$ cat config.mk
export PLATFORM = sky130hd
export DESIGN_NAME = lfsr_cam_datapath
export DESIGN_NICKNAME = d
export VERILOG_FILES = /design/src/rtl/lfsr_cam_datapath.sv
export SDC_FILE = /design/constraint.sdc
export NUM_CORES = 1
export LEC_CHECK = 0
export CAP_MARGIN = 25
export CORE_ASPECT_RATIO = 0.7
export CORE_MARGIN = 2
export CORE_UTILIZATION = 45
export CTS_CLUSTER_DIAMETER = 100
export DETAILED_ROUTE_END_ITERATION = 6
export MAX_ROUTING_LAYER = met4
export PLACE_DENSITY = 0.66
export SLEW_MARGIN = 25
export SYNTH_ARGS = -nofsm -noshare
export SYNTH_HDL_FRONTEND = slang
export SYNTH_SLANG_ARGS = --single-unit
$ cat constraint.sdc
create_clock -name Clock -period 2.8 [get_ports Clock]
set_clock_uncertainty 0.2 [all_clocks]
set_input_delay 0.42 -clock Clock [delete_from_list [all_inputs] [get_ports Clock]]
set_output_delay 0.42 -clock Clock [all_outputs]
set_load 0.01 [all_outputs]
$ cat src/rtl/lfsr_cam_datapath.sv
// Purpose : LFSR-addressed associative store; writes land at LFSR-sequenced
//           addresses, a latched key is searched by walking the same sequence.
// Latency : a write is searchable on the next edge; a hit at sequence index k
//           raises Compare_Found after the (k+1)-th enabled step edge past the key load.
// Backpressure: none; strobes are taken as given. Compare_Found is a sticky level
//           that holds until the next Temp_Trigger or Reset.
// Ports   : Clock, Reset (sync, active-high); strobes WR, RD, Temp_Trigger,
//           LFSR_Enable, LFSR_Reset, Data_Compare_Enable; Data_In (write data / key);
//           outputs Compare_Found, Hit, Match_Address, Full.
// Option  : define LFSR_CAM_SEARCH_TIMEOUT_EN to end a search after depth misses
//           with Hit=0; without it the search LFSR cycles until a hit.
module lfsr_cam_datapath #(
  parameter int                    DATA_WIDTH = 8,
  parameter int                    ADDR_WIDTH = 4,
  parameter logic [ADDR_WIDTH-1:0] TAPS       = 4'b1001,
  parameter logic [ADDR_WIDTH-1:0] SEED       = 4'b0001
) (
  input  logic                  Clock,
  input  logic                  Reset,
  input  logic                  WR,
  input  logic                  RD,
  input  logic                  Temp_Trigger,
  input  logic                  LFSR_Enable,
  input  logic                  LFSR_Reset,
  input  logic                  Data_Compare_Enable,
  input  logic [DATA_WIDTH-1:0] Data_In,
  output logic                  Compare_Found,
  output logic                  Hit,
  output logic [ADDR_WIDTH-1:0] Match_Address,
  output logic                  Full
);

  localparam int DEPTH = (1 << ADDR_WIDTH) - 1;  // address 0 is never produced
  localparam int NENT  = 1 << ADDR_WIDTH;
  localparam int CNT_W = $clog2(DEPTH + 1);

  function automatic logic [ADDR_WIDTH-1:0] lfsr_next(input logic [ADDR_WIDTH-1:0] l);
    return {l[ADDR_WIDTH-2:0], ^(l & TAPS)};
  endfunction

  logic [DATA_WIDTH-1:0] mem_q [NENT];
  logic [DATA_WIDTH-1:0] mem_d [NENT];
  logic [NENT-1:0]       valid_q, valid_d;
  logic [ADDR_WIDTH-1:0] write_addr_q, write_addr_d;
  logic [ADDR_WIDTH-1:0] search_addr_q, search_addr_d;
  logic [DATA_WIDTH-1:0] key_q, key_d;
  logic [CNT_W-1:0]      count_q, count_d;
  logic                  found_q, found_d;
  logic                  hit_q, hit_d;
  logic [ADDR_WIDTH-1:0] match_addr_q, match_addr_d;
`ifdef LFSR_CAM_SEARCH_TIMEOUT_EN
  logic [ADDR_WIDTH-1:0] step_q, step_d;
`endif

  logic step_en;
  logic is_match;

  always_comb begin
    mem_d         = mem_q;
    valid_d       = valid_q;
    write_addr_d  = write_addr_q;
    search_addr_d = search_addr_q;
    key_d         = key_q;
    count_d       = count_q;
    found_d       = found_q;
    hit_d         = hit_q;
    match_addr_d  = match_addr_q;
`ifdef LFSR_CAM_SEARCH_TIMEOUT_EN
    step_d        = step_q;
`endif

    // Once terminated, the search stays frozen until a new key is loaded.
    step_en  = RD & LFSR_Enable & Data_Compare_Enable & ~found_q;
    // Reads the pre-write array, so a same-edge write is not seen by this compare.
    is_match = valid_q[search_addr_q] && (mem_q[search_addr_q] == key_q);

    // Writing past full simply overwrites the oldest entry: the write LFSR
    // has wrapped back to it.
    if (WR) begin
      mem_d[write_addr_q]   = Data_In;
      valid_d[write_addr_q] = 1'b1;
      write_addr_d          = lfsr_next(write_addr_q);
      if (count_q != CNT_W'(DEPTH)) begin
        count_d = count_q + CNT_W'(1);
      end
    end

    if (Temp_Trigger) begin
      key_d         = Data_In;
      search_addr_d = SEED;
      found_d       = 1'b0;
      hit_d         = 1'b0;
      match_addr_d  = '0;
`ifdef LFSR_CAM_SEARCH_TIMEOUT_EN
      step_d        = '0;
`endif
    end else if (LFSR_Reset) begin
      search_addr_d = SEED;
`ifdef LFSR_CAM_SEARCH_TIMEOUT_EN
      step_d        = '0;
`endif
    end else if (step_en) begin
      if (is_match) begin
        found_d      = 1'b1;
        hit_d        = 1'b1;
        match_addr_d = search_addr_q;
      end else begin
        search_addr_d = lfsr_next(search_addr_q);
`ifdef LFSR_CAM_SEARCH_TIMEOUT_EN
        // Every address has been visited once: report a miss.
        if (step_q == ADDR_WIDTH'(DEPTH - 1)) begin
          found_d = 1'b1;
          hit_d   = 1'b0;
        end else begin
          step_d = step_q + ADDR_WIDTH'(1);
        end
`endif
      end
    end
  end

  always_ff @(posedge Clock) begin
    if (Reset) begin
      mem_q         <= '{default: '0};
      valid_q       <= '0;
      write_addr_q  <= SEED;
      search_addr_q <= SEED;
      key_q         <= '0;
      count_q       <= '0;
      found_q       <= 1'b0;
      hit_q         <= 1'b0;
      match_addr_q  <= '0;
`ifdef LFSR_CAM_SEARCH_TIMEOUT_EN
      step_q        <= '0;
`endif
    end else begin
      mem_q         <= mem_d;
      valid_q       <= valid_d;
      write_addr_q  <= write_addr_d;
      search_addr_q <= search_addr_d;
      key_q         <= key_d;
      count_q       <= count_d;
      found_q       <= found_d;
      hit_q         <= hit_d;
      match_addr_q  <= match_addr_d;
`ifdef LFSR_CAM_SEARCH_TIMEOUT_EN
      step_q        <= step_d;
`endif
    end
  end

  assign Compare_Found = found_q;
  assign Hit           = hit_q;
  assign Match_Address = match_addr_q;
  assign Full          = (count_q == CNT_W'(DEPTH));

endmodule

## Word level (Yosys, flattened, before mapping)

Cells that the tools add are included.

| cells by class | value |
|---|---|
| muxes and demuxes | 10 |
| equal/unequal tests | 3 |
| reductions and logical operators | 10 |
| $add $sub $neg | 1 |
| bitwise gates (word level) | 9 |
| magnitude comparators | 6 |

Operators by type and width:

| cell | count |
|---|---|
| bitwise mux 128 bit | 1 |
| binary-select mux 8 bit (select 4 bit) | 1 |
| demux 8 bit (select 4 bit) | 1 |
| 2-to-1 mux 8 bit | 3 |
| OR 16 bit | 1 |
| greater-or-equal comparator 5 bit (second input constant) | 2 |
| less-than comparator 4 x 5 -> 1 bit (second input constant) | 2 |
| NOT 4 -> 5 bit | 2 |
| == test 8 bit | 1 |
| XOR reduction 4 bit | 2 |
| less-than comparator 5 x 1 -> 1 bit (second input constant) | 1 |
| adder 4 x 1 -> 4 bit (second input constant) | 1 |
| binary-select mux 1 bit (select 4 bit) | 1 |
| demux 1 bit (select 4 bit) | 1 |
| == test 4 bit (second input constant) | 1 |
| greater-or-equal comparator 4 x 1 -> 1 bit (second input constant) | 1 |
| inequality test 4 bit (second input constant) | 1 |
| AND reduction 2 bit | 2 |
| bitwise AND 1 bit | 3 |
| logical AND 1 bit | 3 |
| NOT 1 bit | 3 |
| AND reduction 3 bit | 1 |
| OR reduction 3 bit | 1 |
| 2-to-1 mux 1 bit | 2 |
| OR reduction 2 bit | 1 |

| word-level totals | value |
|---|---|
| bits of input ports | 16 |
| word-level logic and storage cells | 62 |
| register bits | 169 |

## Longest topological paths before layout

Gate-level depths: netlist (run 1).

| depth | value |
|---|---|
| depth in word-level cells | 8 |
| gate-level depth with buffers | 10 |

## Least setup slack after synthesis (run 1)

OpenSTA, ideal clock, no wires.

| timing | value |
|---|---|
| kind | register to register |
| start point | register search_addr_q[1] |
| end point | register search_addr_q[0] |
| cell stages (with the launch flop) | 10 |
| library setup time | 0.127 ns |
| path slack | -0.183 ns |
| required time | 2.473 ns |
| arrival | 2.656 ns |
| path through | dfxtp_1 > buf_2 > buf_1 > mux4_2 > mux4_2 > xnor2_1 > and2_1 > and4_4 > o31a_1 > or3_1 |

| between the ends | value |
|---|---|
| cells in the longest elaborated chain, start to end | 8 |
| elaborated cells between the ends (all ways) | 10 |
| classes of those cells | eq/ne: 1; mux: 5; bitwise: 2; reduce/logical: 2 |

RTL lines:

| item | RTL line | text |
|---|---|---|
| start, declared | 45 | `logic [ADDR_WIDTH-1:0] search_addr_q, search_addr_d;` |
| start signal, assigned | 140 | `search_addr_q <= search_addr_d;` |
| NOT 4 -> 5 bit (implied by the code) | 75 | `is_match = valid_q[search_addr_q] && (mem_q[search_addr_q] == key_q);` |
| binary-select mux 8 bit (select 4 bit) | 75 |  |
| 2-to-1 mux 8 bit (implied by the code) (2 in series) | 75 |  |
| == test 8 bit | 75 |  |
| logical AND 1 bit (*) | 75 |  |
| NOT 1 bit (no source line) (*) | - |  |
| AND reduction 2 bit (no source line) (*) | - |  |

Mark *: on every way between the ends. The rest lies on a longest branch, timed or not. The select of a mux whose other input is x is not followed.
A chain may end at the register's enable or synchronous reset.

## Final worst setup path (run 1)

| timing | value |
|---|---|
| start point | register search_addr_q[0] |
| end point | register search_addr_q[0] |

| between the ends | value |
|---|---|
| cells in the longest elaborated chain, start to end | 8 |
| elaborated cells between the ends (all ways) | 11 |
| classes of those cells | eq/ne: 1; mux: 5; bitwise: 2; reduce/logical: 3 |

RTL lines:

| item | RTL line |
|---|---|
| NOT 4 -> 5 bit (implied by the code) | 75 |
| binary-select mux 8 bit (select 4 bit) | 75 |
| 2-to-1 mux 8 bit (implied by the code) (2 in series) | 75 |
| == test 8 bit | 75 |
| logical AND 1 bit | 75 |
| NOT 1 bit (no source line) | - |
| AND reduction 2 bit (no source line) | - |

Parallel ways exist; a longest one is shown, timed or not. The select of a mux whose other input is x is not followed.

==> qor.csv, run 1 <==
stage;metric;value;unit
clocking;htreeDepth;4;
clocking;path_clk_slew;60;ps
yosys;synth_ff_type;dfxtp_1;
finish;seq_area;3388;um^2
global_routing;grt_pass1_wl;29.09;mm
yosys;synth_edf_count;0;
drt;wl_per_cell;19.06;um
clocking;cts_tree;built;
worst_setup_path;critPathLaunchType;flop;
floorplan;die_area;17350;um^2
yosys;syn_area;7335;um^2
clocking;clk_path_buf_depth;2;
yosys;yosys.area.top_type_share;0.4613;
floorplan;fp-row-count;39;
sta;maxSlewViolCount;0;
floorplan;core;16150;um^2
finish;final_net_count;744;
yosys;yosys_warnings;0;
drt;antenna_left;0;
job;max-cap-violations;0;
drt;drc_errors;0;
yosys;synth_top_area_cell;dfxtp_1;
clocking;root_buffer;clkbuf_16;
sta;rsz0062_at_grt;yes;
worst_setup_path;cp_max_fo;7;
floorplan;ios;23;
yosys;synth-async-reset-ratio;0;
sta;tightest_slew;811.7;ps
clocking;cts_num_sinks;169;
global_routing;grt_pass1_vias;5157;
finish;antenna-diode-count;0;
finish;area_growth;17.33;%
drt;first_pass_iters;5;
clocking;cts-buffers-inserted;17;
worst_setup_path;crit_path_end_kind;flop;
drt;drtIter0Drc;481;
global_routing;antenna_found_initial;0;
global_routing;grt-ovfl-total;0;
floorplan;die_h;110.8;um
sta;relSlewSlack;0.4572;
yosys;synth_area_per_cell;10.48;um^2
placed_design;io_buffer_count;22;
run_status;violations;negative setup slack;
run_status;status;complete, but fails checks;
finish;final_layout_size_suffix_gt1_frac;0.1789;
clocking;clock_latency;420;ps
yosys;yosysSeqAreaShare;0.4613;
worst_setup_path;cp.required;2900;ps
min_path;min_path_type;in -> reg;
global_routing;grtUsageTotal;0.2265;
drt;finalWirelength;18.35;mm
clocking;cts_hold_buf;0;
sta;layout_setup_ws;-211.7;ps
power_and_ir_drop;peakVddDrop;0.3665;mV
finish;stdcell_count;963;
yosys;syn_nets;717;
global_routing;grt_start_max_net_pins;162;
sta;final-hold-violation-count;0;
sta;fin_crit_sh;1.076;
yosys;synthCells;700;
sta;setup_viol;9;
drt;via_count;5296;
sta;finalCriticalPeriod;3012;ps
placed_design;dp_hpwl;11.68;mm
power_and_ir_drop;powerDensity;581.8;nW/um^2
finish;fill_cells;1372;
finish;fin_util;0.5328;
placed_design;dpl.cell_count;926;
sta;fmax;332.0;MHz
yosys;synth.distinct_cells;42;
power_and_ir_drop;leakage;0.003353;uW
drt;via_per_inst;5.499;
placed_design;place_congestion;0.8018;
yosys;synth_area_leaders;dfxtp_1, mux2i_1, mux4_2, nor2_1, clkbuf_1;
floorplan;die_w;156.6;um
worst_setup_path;worstPathArrival;3110;ps
yosys;ys_ff_latch;169;
finish;multiInputGateArea;3695;um^2
floorplan;initial_core_util;0.4541;
yosys;synth_common_cells;dfxtp_1, nor2_1, mux2i_1;
worst_setup_path;crit_type;reg -> reg;
metal layers:
metal	up-vias	GRT usage	share of wire
li1	2479	-	-
met3	19	0.05864	0.065
met4	0	0.05199	0.0095
met2	167	0.3151	0.44
met1	2631	0.3309	0.49
met5	-	-	0
cell families after synthesis:
family / count (synthesis) / share of synthesized area
AND/OR/NAND/NOR: 239 / 0.1411
multiplexers: 177 / 0.3158
flip-flops: 169 / 0.4613
buffers and inverters: 66 / 0.03872
AO/OA/AOI/OAI: 40 / 0.03088
XOR/XNOR: 8 / 0.01058
adder cells (fa/ha/maj): 1 / 0.001706
layout make-up:
class                           count  share of cell area
Inverter                            6            0.002617
Sequential cell                   169              0.3937
Clock inverter                      8             0.01149
Timing Repair Buffer               68             0.07735
Multi-Input combinational cell    465              0.4293
Tap cell                          225             0.03271
Clock buffer                       22             0.05278
worst paths after layout:
path | from | endpoint | slack, ps | depth (start not counted)
hold / removal | Reset | search_addr_q[1]$_SDFFE_PP0P_ | 240 | 3
setup reg to reg | search_addr_q[0]$_SDFFE_PP1P_ | search_addr_q[0]$_SDFFE_PP1P_ | -210 | 8
setup / recovery | search_addr_q[0]$_SDFFE_PP1P_ | search_addr_q[0]$_SDFFE_PP1P_ | -210 | 8
hold reg to reg | valid_q[2]$_SDFFE_PP0P_ | valid_q[2]$_SDFFE_PP0P_ | 250 | 2
report_power, final:
part | total (uW) | switching [uW] | leakage, uW | internal [uW]
Clock | 2260 | 937 | 0.000266 | 1320
Combinational | 286 | 164 | 0.00172 | 121
Sequential | 2460 | 24.3 | 0.00137 | 2440
Total | 5010 | 1130 | 0.00335 | 3880
worst max-delay path, stage by stage (launching register included):
cell and delay (ps):
dfxtp_4 430, buf_12 160, mux4_2 500, mux4_2 530, xnor2_2 180, o2111a_1 240, and4_4 240, nor4_1 50
or3_1 350
per-stage QoR:
stage	TNS (ps)	power, uW	hold WS, ps	setup WS (ps)	area, um^2
finish	-1375	5007	243.9	-211.7	8606
global route	-2290	5150	259.9	-306.3	8606
CTS	-1237	5022	218.4	-201.3	8563
detailed placement	-1187	2782	240.1	-231.9	7903
global placement	-593.2	2772	230.1	-174.5	7903
floorplan	-47.65	2695	222.3	-47.65	7340
flip-flops by register name, summed over array words and instances, names as in the netlist:
signal	count
write_addr_q	4
Match_Address	4
valid_q	16
key_q	8
mem_q	128
count_q	4
Hit	1
search_addr_q	4
timing repair:
item / CTS / global route
pin swaps: 17 / 10
cloned: 1 / 0
resized for setup: 23 / 3
buffers inserted: 2 / 4
endpoints found under the setup margin: 9 / 9
cell usage in the layout (no fill, tap or decap), types with 3 or more instances in the layout:
cell and count:
buf_4 38, clkinv_2 3, o21ai_2 4, buf_12 6, nand4_1 3, and3_1 3
nand3_1 10, clkdlybuf4s50_1 21, xnor2_2 4, nor2_1 169, nor3b_1 3, clkbuf_1 4
mux4_2 42, inv_1 5, nand2b_1 9, xnor2_1 3, nand2_1 21, or3_1 3
a21oi_1 25, o21ai_0 3, clkbuf_16 17, mux2i_1 135, dfxtp_1 167
Power figures use the tool's default switching activity.
==> inputs of run 2 (changes only) <==
==> constraint.sdc (replaced) <==
create_clock -name Clock -period 2.8 [get_ports Clock]
set_clock_uncertainty 0.2 [all_clocks]
set_input_delay 0.28 -clock Clock [delete_from_list [all_inputs] [get_ports Clock]]
set_output_delay 0.28 -clock Clock [all_outputs]
set_load 0.01 [all_outputs]
==> qor.csv, run 2 (synthesis results as in run 1) <==
stage;metric;value;unit;change
run_status;status;complete, but fails checks;;
run_status;violations;negative setup slack;;
clocking;root_buffer;clkbuf_16;;
finish;fin_util;0.5318;;-0.001007
floorplan;core;16150;um^2;unchanged
finish;final_layout_size_suffix_gt1_frac;0.1790;;about the same
worst_setup_path;critPathLaunchType;flop;;
placed_design;dpl_cell_area;7888;um^2;-0.19%
job;max-cap-violations;0;;unchanged
finish;top_register;mem_q;;
finish;final_cell_mix;nor2_1, dfxtp_1, mux2i_1;;
global_routing;antenna_found_initial;0;;unchanged
clocking;cts_tree;built;;
clocking;cts-buffers-inserted;17;;unchanged
sta;finalCriticalPeriod;2978;ps;-34.16 ps
drt;via_count;5305;;+0.17%
finish;design_area;8589;um^2;-0.19%
power_and_ir_drop;leakage;0.003331;uW;-0.65%
placed_design;place_congestion;0.8368;;+4.4%
sta;whs;95.37;ps;-148.5 ps
global_routing;gr-max-usage-layer;met1;;
global_routing;grt_pass1_wl;29.23;mm;+0.47%
drt;antenna_left;0;;unchanged
global_routing;grtUsageMet2;0.3225;;+0.007342
sta;layout_setup_ws;-177.6;ps;+34.17 ps
worst_setup_path;crit_type;reg -> reg;;
worst_setup_path;cp.required;2890;ps;about the same
worst_setup_path;worstPathArrival;3070;ps;-40 ps
clocking;clk_path_buf_depth;2;;unchanged
finish;antenna-diode-count;0;;unchanged
placed_design;dp_hpwl;12.03;mm;+3.1%
sta;tightest_slew;894.3;ps;+82.66 ps
clocking;path_clk_slew;60;ps;about the same
sta;final-hold-violation-count;0;;unchanged
drt;drtIter0Drc;643;;+34%
global_routing;grt-ovfl-total;0;;unchanged
global_routing;grtUsageTotal;0.2297;;+0.003176
sta;fmax;335.8;MHz;+1.1%
floorplan;die_h;110.8;um;unchanged
global_routing;grt_use_met3;0.05004;;-0.008600
floorplan;ios;23;;unchanged
finish;seq_area;3388;um^2;unchanged
min_path;min_path_type;in -> reg;;
sta;relSlewSlack;0.4038;;-0.05341
finish;final_net_count;736;;-1.1%
power_and_ir_drop;powerDensity;590.4;nW/um^2;+1.5%
finish;stdcell_count;957;;-0.62%
drt;finalWirelength;18.58;mm;+1.2%
drt;drc_errors;0;;unchanged
power_and_ir_drop;total_power;5071;uW;+1.3%
placed_design;io_buffer_count;22;;unchanged
floorplan;fp-row-count;39;;unchanged
finish;largest_reg_flops;128;;unchanged
global_routing;grt_start_max_net_pins;162;;unchanged
clocking;cts_hold_buf;0;;unchanged
sta;setup_viol;8;;-1
clocking;htreeDepth;4;;unchanged
worst_setup_path;cp_max_fo;7;;unchanged
placed_design;dpl.cell_count;924;;-0.22%
floorplan;initial_core_util;0.4541;;unchanged
drt;wl_per_cell;19.41;um;+1.8%
sta;rsz0062_at_grt;yes;;
finish;area_growth;17.11;%;
clocking;clock_latency;420;ps;about the same
floorplan;die_area;17350;um^2;unchanged
finish;final_common_cell;nor2_1;;
global_routing;grt_pass1_vias;5133;;-0.47%
clocking;cts_num_sinks;169;;unchanged
drt;first_pass_iters;5;;unchanged
drt;via_per_inst;5.543;;+0.80%
global_routing;grt_util_met1;0.3374;;+0.006473
finish;fill_cells;1398;;+1.9%
floorplan;die_w;156.6;um;unchanged
power_and_ir_drop;peakVddDrop;0.3448;mV;-5.9%
worst_setup_path;crit_path_end_kind;flop;;
sta;fin_crit_sh;1.063;;-0.01220
finish;multiInputGateArea;3719;um^2;+0.64%
sta;maxSlewViolCount;0;;unchanged
finish;top_regs;mem_q x128, valid_q x16, key_q x8;;
-- run 2: critical path, cell delays in order, from the launching register on --
cell	delay [ps]
dfxtp_4	410
buf_12	150
mux4_2	510
mux4_2	530
xnor2_2	190
o2111a_1	240
and4_4	230
nor4_1	40
or3_1	350
-- run 2: report_power, final --
| part | internal (uW) | total [uW] | switching (uW) |
|---|---|---|---|
| clock network | 1340 | 2330 | 988 |
| logic | 115 | 280 | 165 |
| registers | 2440 | 2460 | 24.3 |
-- run 2: final timing paths --
| path | slack [ps] | from | depth (start not counted) | endpoint |
|---|---|---|---|---|
| max | -180 | search_addr_q[0]$_SDFFE_PP1P_ | 8 | search_addr_q[0]$_SDFFE_PP1P_ |
| min | 100 | Reset | 3 | search_addr_q[1]$_SDFFE_PP0P_ |
| max reg2reg | -180 | search_addr_q[0]$_SDFFE_PP1P_ | 8 | search_addr_q[0]$_SDFFE_PP1P_ |
| min reg2reg | 250 | valid_q[2]$_SDFFE_PP0P_ | 2 | valid_q[2]$_SDFFE_PP0P_ |
-- run 2: final cells by class --
cell class,count,share of cell area
Tap cell,225,0.03277
Timing Repair Buffer,60,0.06905
Sequential cell,169,0.3945
Inverter,6,0.002622
Multi-Input combinational cell,465,0.4329
Clock inverter,14,0.01704
Clock buffer,18,0.05113
-- run 2: routing by layer --
metal	vias up	wire, um
met2	198	8024
met4	0	219
met5	-	0
met1	2620	8924
li1	2465	-
met3	22	1408
-- run 2: what timing repair did --
action                                  in CTS  in global routing
gates cloned                                 1                  0
gates resized for setup                     21                  5
setup buffers                                1                  0
pin swaps                                   14                  4
endpoints found under the setup margin       9                  9
-- run 2: per-stage QoR --
step | setup WS, ps | TNS [ps]
detailed placement | -200.0 | -1063
floorplan | -47.65 | -47.65
CTS | -180.6 | -744.1
finish | -177.6 | -621.0
global route | -255.4 | -1365
global placement | -174.0 | -565.6
==> inputs of run 3 (changes only) <==
- CORE_MARGIN: 2 -> 1
==> qor.csv, run 3 (synthesis results as in run 1) <==
stage;metric;value;unit;change
worst_setup_path;slowest_stage;mux4_2;;
finish;area_growth;14.93;%;
power_and_ir_drop;p_switching;1185;uW;+0.64%
global_routing;grtUsageTotal;0.2308;;+0.001141
drt;via_count;5146;;-3.0%
worst_setup_path;crit_path_end_kind;flop;;
finish;final_net_count;735;;-0.14%
finish;multiInputGateArea;3665;um^2;-1.4%
global_routing;grt-ovfl-total;0;;unchanged
sta;maxSlewViolCount;0;;unchanged
global_routing;grt_pass1_wl;28.20;mm;-3.5%
min_path;hp-start;Reset;;
drt;wl_per_cell;18.98;um;-2.2%
power_and_ir_drop;power_frac_clock;0.450;;-0.010
drt;first_pass_iters;5;;unchanged
worst_setup_path;regToRegStartpoint;search_addr_q[0]$_SDFFE_PP1P_;;
finish;final_cell_mix;nor2_1, dfxtp_1, mux2i_1;;
drt;via_per_inst;5.527;;-0.29%
worst_setup_path;crit_start;search_addr_q[0]$_SDFFE_PP1P_;;
sta;setup_tns;-451.8;ps;+169.2 ps
sta;fmax;338.1;MHz;+0.67%
placed_design;dp_hpwl;11.59;mm;-3.7%
worst_setup_path;worstPathArrival;3060;ps;about the same
power_and_ir_drop;powerDensity;588.9;nW/um^2;-0.25%
global_routing;grt_pass1_vias;5165;;+0.62%
clocking;post_cts_buffers;0;;-1
min_path;min_path_cells;3;;unchanged
finish;fill_cells;1362;;-2.6%
clocking;cts-buffers-inserted;17;;unchanged
floorplan;die_w;154.6;um;-1.3%
sta;relSlewSlack;0.4241;;+0.02035
finish;final_common_cell;nor2_1;;
run_status;status;complete, but fails checks;;
clocking;path_clk_slew;60;ps;about the same
finish;largest_reg_flops;128;;unchanged
worst_setup_path;crit_type;reg -> reg;;
power_and_ir_drop;seqPwrFrac;0.495;;+0.010
finish;design_area;8429;um^2;-1.9%
sta;setup_viol;8;;unchanged
global_routing;antenna_found_initial;1;;+1
clocking;clock_latency;430;ps;about the same
worst_setup_path;cp.required;2900;ps;about the same
sta;finalCriticalPeriod;2958;ps;-19.78 ps
worst_setup_path;cp_max_fo;10;;+3
power_and_ir_drop;combPwrFrac;0.055;;about the same
power_and_ir_drop;peakVddDrop;0.3618;mV;+4.9%
sta;final-hold-violation-count;0;;unchanged
power_and_ir_drop;switching_share;0.2387;;+0.006518
floorplan;fp-row-count;38;;-2.6%
placed_design;dpl_cell_area;7856;um^2;-0.40%
drt;finalWirelength;17.67;mm;-4.9%
run_status;violations;negative setup slack;;
min_path;min_path_type;in -> reg;;
finish;final_layout_size_suffix_gt1_frac;0.1644;;-0.01458
clocking;htreeDepth;4;;unchanged
drt;drc_errors;0;;unchanged
drt;drtIter0Drc;451;;-30%
finish;top_regs;mem_q x128, valid_q x16, key_q x8;;
worst_setup_path;crit_top_cell;mux4_2;;
floorplan;ios;23;;unchanged
floorplan;die_area;16820;um^2;-3.1%
floorplan;initial_core_util;0.4675;;+0.01336
finish;seq_area;3388;um^2;unchanged
placed_design;io_buffer_count;22;;unchanged
power_and_ir_drop;leakage;0.003284;uW;-1.4%
sta;layout_setup_ws;-157.8;ps;+19.78 ps
power_and_ir_drop;internal_power;3779;uW;-2.9%
clocking;cts_num_sinks;169;;unchanged
job;max-cap-violations;0;;unchanged
clocking;clk_path_buf_depth;2;;unchanged
clocking;cts_tree;built;;
placed_design;pre_cts_slack;-197.6;ps;+2.448 ps
placed_design;place_congestion;0.8665;;+3.5%
clocking;cts_hold_buf;0;;unchanged
drt;antenna_left;0;;unchanged
worst_setup_path;critPathLaunchType;flop;;
floorplan;core;15690;um^2;-2.9%
worst_setup_path;max_stage_delay;510;ps;-20 ps
sta;tightest_slew;863.8;ps;-30.53 ps
floorplan;die_h;108.8;um;-1.8%
worst_setup_path;path_cells;buf_12, mux4_2, mux4_2, xnor2_2, and2_1, and4_4, o31a_1, or3_1;;
sta;fin_crit_sh;1.056;;-0.007066
global_routing;grt_start_max_net_pins;162;;unchanged
worst_setup_path;r2r_cells;8;;unchanged
sta;rsz0062_at_grt;yes;;
clocking;root_buffer;clkbuf_16;;
finish;top_register;mem_q;;
-- run 3: layout make-up --
| type | instances | share of cell area |
|---|---|---|
| Clock inverter | 13 | 0.01455 |
| Timing Repair Buffer | 59 | 0.06516 |
| Clock buffer | 18 | 0.05091 |
| Antenna cell | 1 | 0.0002969 |
| Multi-Input combinational cell | 465 | 0.4348 |
| Inverter | 6 | 0.002672 |
| Sequential cell | 169 | 0.4020 |
| Tap cell | 200 | 0.02969 |
-- run 3: worst paths after layout --
path	end	slack (ps)
setup / recovery	search_addr_q[0]$_SDFFE_PP1P_	-160
hold / removal	search_addr_q[1]$_SDFFE_PP0P_	70
setup reg to reg	search_addr_q[0]$_SDFFE_PP1P_	-160
hold reg to reg	valid_q[4]$_SDFFE_PP0P_	250
-- run 3: repair_timing --
action | in CTS | in global routing
pin swaps | 0 | 2
resized for setup | 7 | 1
setup endpoints to repair | 9 | 9
hold endpoints to repair | 0 | 0
-- run 3: power groups by stage --
stage / Combinational [uW] / Clock [uW] / Sequential, uW
floorplan: 192 / 0 / 2500
global placement: 260 / 0 / 2510
detailed placement: 269 / 0 / 2510
CTS: 272 / 2250 / 2460
global route: 295 / 2380 / 2460
finish: 274 / 2230 / 2460
-- run 3: through the flow --
step                      hold WS, ps  total power, uW  std cells    util
final                           74.24             4964        931  0.5372
after global placement          233.4             2771        899  0.5007
after detailed placement        240.7             2781        899  0.5007
after floorplan                 222.3             2695        700       -
after CTS                       58.87             4982        930  0.5366
after global routing            68.53             5131        931  0.5372
-- run 3: worst max-delay path: cells and delay by family (launching register included) --
family / cells / cell delay [ps]
DFF: 1 / 400
xor gates and xnor gates: 1 / 160
muxes: 2 / 1020
buffers and inverters: 1 / 160
and+or+nand+nor: 3 / 660
AOI/OAI and AO/OA: 1 / 220
-- run 3: metal layers --
metal  wire, um  vias up  share of wire  track usage
met2       7661      139           0.43       0.3420
met3       1070       27          0.061      0.06518
li1           -     2463              -            -
met5          0        -              0            -
met1       8588     2517           0.49       0.3020
met4        353        0          0.020      0.08345
